### config.mk
export PLATFORM = sky130hd
export DESIGN_NAME = event_trigger_out
export DESIGN_NICKNAME = d
export VERILOG_FILES = /design/src/rtl/event_trigger_pkg.sv /design/src/rtl/event_debounce.sv /design/src/rtl/event_trigger_out.sv
export SDC_FILE = /design/constraint.sdc
export NUM_CORES = 1
export LEC_CHECK = 0
export BUFFER_PORTS_ARGS = -buffer_cell sky130_fd_sc_hd__buf_2
export CORE_ASPECT_RATIO = 0.6
export CORE_MARGIN = 5
export CORE_UTILIZATION = 50
export DETAILED_ROUTE_END_ITERATION = 10
export GPL_ROUTABILITY_DRIVEN = 0
export GPL_TIMING_DRIVEN = 0
export PLACE_DENSITY_LB_ADDON = 0.3
export SLEW_MARGIN = 10
export SYNTH_ARGS = -nofsm -noshare
export SYNTH_HDL_FRONTEND = slang
export SYNTH_SLANG_ARGS = --single-unit
### constraint.sdc
create_clock -name clk1 -period 4 [get_ports clk1]
set_clock_uncertainty 0.15 [all_clocks]
set_input_delay 0.8 -clock clk1 [delete_from_list [all_inputs] [get_ports clk1]]
set_output_delay 0.8 -clock clk1 [all_outputs]
set_load 0.1 [all_outputs]
### src/rtl/event_trigger_pkg.sv
// Shared constants for the event trigger-out block: default channel count,
// default debounce length and the width of the per-channel debounce counter.
package event_trigger_pkg;

  localparam int DEF_WIDTH     = 16;
  localparam int DEF_DEB_LIMIT = 200;
  localparam int DEB_CNT_W     = 8;

endpackage

### src/rtl/event_debounce.sv
// One event channel: 2-flop synchronizer followed by an optional debounce
// filter, enabled by the EVENT_TRIGGER_DEBOUNCE_EN macro.
module event_debounce
  import event_trigger_pkg::*;
`ifdef EVENT_TRIGGER_DEBOUNCE_EN
#(
  parameter int DEB_LIMIT = DEF_DEB_LIMIT
)
`endif
(
  input  logic clk1,
  input  logic reset,
  input  logic din,
  output logic filt
);

  logic s1;
  logic s2;

  always_ff @(posedge clk1 or posedge reset) begin
    if (reset) begin
      s1 <= 1'b0;
      s2 <= 1'b0;
    end else begin
      s1 <= din;
      s2 <= s1;
    end
  end

`ifdef EVENT_TRIGGER_DEBOUNCE_EN
  localparam logic [DEB_CNT_W-1:0] CNT_TOP = DEB_CNT_W'(DEB_LIMIT - 1);

  logic [DEB_CNT_W-1:0] cnt;
  logic                 filt_q;

  // The counter only runs while s2 disagrees with the filtered level, so any
  // return to agreement before CNT_TOP discards the glitch.
  always_ff @(posedge clk1 or posedge reset) begin
    if (reset) begin
      cnt    <= '0;
      filt_q <= 1'b0;
    end else if (s2 == filt_q) begin
      cnt <= '0;
    end else if (cnt == CNT_TOP) begin
      filt_q <= s2;
      cnt    <= '0;
    end else begin
      cnt <= cnt + 1'b1;
    end
  end

  assign filt = filt_q;
`else
  assign filt = s2;
`endif

endmodule

### src/rtl/event_trigger_out.sv
// Captures rising edges on asynchronous event inputs into sticky pending bits
// and hands them to the host as snapshots. Debounce: EVENT_TRIGGER_DEBOUNCE_EN.
module event_trigger_out
  import event_trigger_pkg::*;
#(
  parameter int WIDTH     = DEF_WIDTH,
  parameter int DEB_LIMIT = DEF_DEB_LIMIT
) (
  input  logic             clk1,
  input  logic             reset,
  input  logic [WIDTH-1:0] event_in,
  input  logic             update_req,
  output logic [WIDTH-1:0] trig_word,
  output logic [WIDTH-1:0] ovf_word,
  output logic             update_ack,
  output logic             pending_any
);

  logic [WIDTH-1:0] filt;
  logic [WIDTH-1:0] prev;
  logic [WIDTH-1:0] rise;
  logic [WIDTH-1:0] pending;
  logic [WIDTH-1:0] ovf;

  for (genvar i = 0; i < WIDTH; i++) begin : g_chan
`ifdef EVENT_TRIGGER_DEBOUNCE_EN
    event_debounce #(.DEB_LIMIT(DEB_LIMIT)) u_deb (
`else
    event_debounce u_deb (
`endif
      .clk1  (clk1),
      .reset (reset),
      .din   (event_in[i]),
      .filt  (filt[i])
    );
  end

  assign rise        = filt & ~prev;
  assign pending_any = |pending;

  // Handshake: update_req is a one-cycle strobe; update_ack pulses the next
  // cycle, and trig_word/ovf_word are valid from then until the next strobe.
  // A rise coinciding with the strobe goes straight into the snapshot.
  always_ff @(posedge clk1 or posedge reset) begin
    if (reset) begin
      prev       <= '0;
      pending    <= '0;
      ovf        <= '0;
      trig_word  <= '0;
      ovf_word   <= '0;
      update_ack <= 1'b0;
    end else begin
      prev       <= filt;
      update_ack <= update_req;
      if (update_req) begin
        trig_word <= pending | rise;
        ovf_word  <= ovf | (rise & pending);
        pending   <= '0;
        ovf       <= '0;
      end else begin
        pending <= pending | rise;
        ovf     <= ovf | (rise & pending);
      end
    end
  end

endmodule

==> results.toml <==
[worst_setup_path]
crit_fanout = 3
start_kind = "flop"
path_class = "flop to output port"
rr_worst_depth = 2
cp-end-kind = "output port"
cp_data_arrival_time_ns = 1.75
crit_required_ns = 3.05

[status]
status = "finished, final reports clean"

[final_layout]
fill_cells = 588
syn2layout_area_growth_pct = 23.5
multi_input_area_um2 = 795
final_util = 0.643
drive_above_1_share = 0.260
register_area_um2 = 2830
final_cell_count_no_fill = 473
diodes = 0
final_nets = 381

[synthesis]
synth.top_cell.area_share = 0.735
async_reset_ff_frac = 1.00
syn_avg_cell_area_um2 = 13.3
synth-seq-cells = 113
synth_edf_count = 0
synth_largest_area_cell = "dfrtp_1"
yosysWarnings = 0
syn_nets = 309
synth.area.top_cells = "dfrtp_1, a21oi_1, a31oi_1"
synth.distinct_cells = 13
synthFlopType = "dfrtp_1"
ys_top_cells_by_count = "dfrtp_1, inv_1, a21oi_1, nor2_1, a31oi_1"
synth_area_um2 = 3850
yosysSeqAreaShare = 0.735
synthCells = 290
synthMostInstantiatedCell = "dfrtp_1"

[sta]
setup_viol_count_final = 0
hold_ws_ns = 0.194
period_needed_ns = 2.70
relSlewSlack = 0.669
setup_ws_ns = 1.30
period_share = 0.674
hold_violations = 0
max_freq_ghz = 0.371
tns_ns = 0
tightest_slew_ns = 0.497
rsz0062_at_grt = "false"
drv_slew = 0

[global_route]
grt_overflow_total = 0
grt_pass1_vias = 2499
grt_pass1_wl_um = 12700
grt_max_degree = 59
grtUsageTotal = 0.181
antenna_found_initial = 0

[floorplanning]
ios = 53
die_h_um = 77.9
die-area_um2 = 9600
core-area_um2 = 7390
rows = 24
initial_core_util = 0.521
dieWidth_um = 123

[cts]
cts_tree = "built"
cts_hold_buffers = 0
cts_resized = 0
cts_buffers = 17
clock-sinks = 113
clockRootBuffer = "clkbuf_16"
path_clk_slew_ns = 0.05
cts_buffer_depth = 2
clk_latency_ns = 0.40
cts_setup_buffers = 0
htreeDepth = 4

[power_and_ir_drop]
power_density_nw_per_um2 = 619
p_leak_nw = 2.17
worst_ir_drop_vdd_v = 0.000375

[min_path]
hold_depth = 0
hold_class = "flop to flop"

[place]
dp_worst_setup_slack_ns = 1.71
dp_hpwl_um = 4850
place.port_buffers = 52
place_inst = 447

[routing]
vias = 2345
totalWireLength_um = 7580
drc = 0
routed_via_density = 4.96
wl_per_cell_um = 16.0
drt_first_iter_violations = 196
final_antenna_net_count = 0
first_pass_iters = 4

[job]
cap_violations = 0
worst max-delay path: stages, from the launching register on:
cell     delay (ns)
dfrtp_1        0.41
nor4_1         0.44
nand4_1        0.17
buf_2          0.33
layer usage:
metal  global-route usage  share of wire
met1                0.238           0.46
met2                0.267           0.48
met3               0.0792          0.055
met4               0.0729         0.0076
met5                    0              0
placed cells by master, fill, tap and decap left out:
master,count
nand3b_1,16
a31oi_2,10
clkinv_2,2
clkbuf_1,5
buf_6,6
inv_6,1
a21oi_1,32
buf_4,3
dfrtp_1,113
clkbuf_8,2
nor4_1,4
nand4_1,1
inv_1,32
nor2_1,32
a31oi_1,22
nand2b_1,16
clkbuf_16,17
buf_2,54
buf_16,1
logic make-up after synthesis:
| family | share of synthesized area |
|---|---|
| compound gates | 0.110 |
| buf+inv | 0.0582 |
| flops | 0.735 |
| simple gates | 0.0966 |
final cells by class:
cell class	instances	share of cell area
sequential	113	0.595
multi-input combinational	133	0.167
clock buffer	24	0.0993
timing repair buffer	53	0.0606
tap	104	0.0274
inverter	33	0.0271
buffer	11	0.0211
clock inverter	2	0.00211
through the flow:
step                      area (µm²)  power [mW]
after floorplan                 3850        1.63
after global placement          4240        1.72
after detailed placement        4270        1.73
after CTS                       4750        2.98
after global routing            4750        3.07
final                           4750        2.94
report_power, final:
group / internal, mW / switching, mW
Combinational: 0.0789 / 0.363
Clock: 0.795 / 0.440
Sequential: 1.22 / 0.0433
state kept, by name (all words and copies together) (netlist names):
signal and count:
g_chan.u_deb.filt 16, g_chan.u_deb.s1 16, ovf 16, ovf_word 16, pending 16, prev 16
trig_word 16, update_ack 1
path summary, 6_finish.rpt:
| kind | from | to | slack (ns) |
|---|---|---|---|
| min | g_chan[15].u_deb.s1$_DFF_PP0_ | g_chan[15].u_deb.filt$_DFF_PP0_ | 0.19 |
| max | pending[11]$_DFF_PP0_ | pending_any | 1.30 |
| min in group asynchronous | reset | ovf_word[15]$_DFFE_PP0P_ | 0.30 |
| max reg2reg | prev[5]$_DFF_PP0_ | ovf[5]$_DFF_PP0_ | 2.98 |
| min reg2reg | g_chan[15].u_deb.s1$_DFF_PP0_ | g_chan[15].u_deb.filt$_DFF_PP0_ | 0.19 |
| max in group asynchronous | reset | ovf[9]$_DFF_PP0_ | 2.76 |
(Power assumes the default switching activity.)
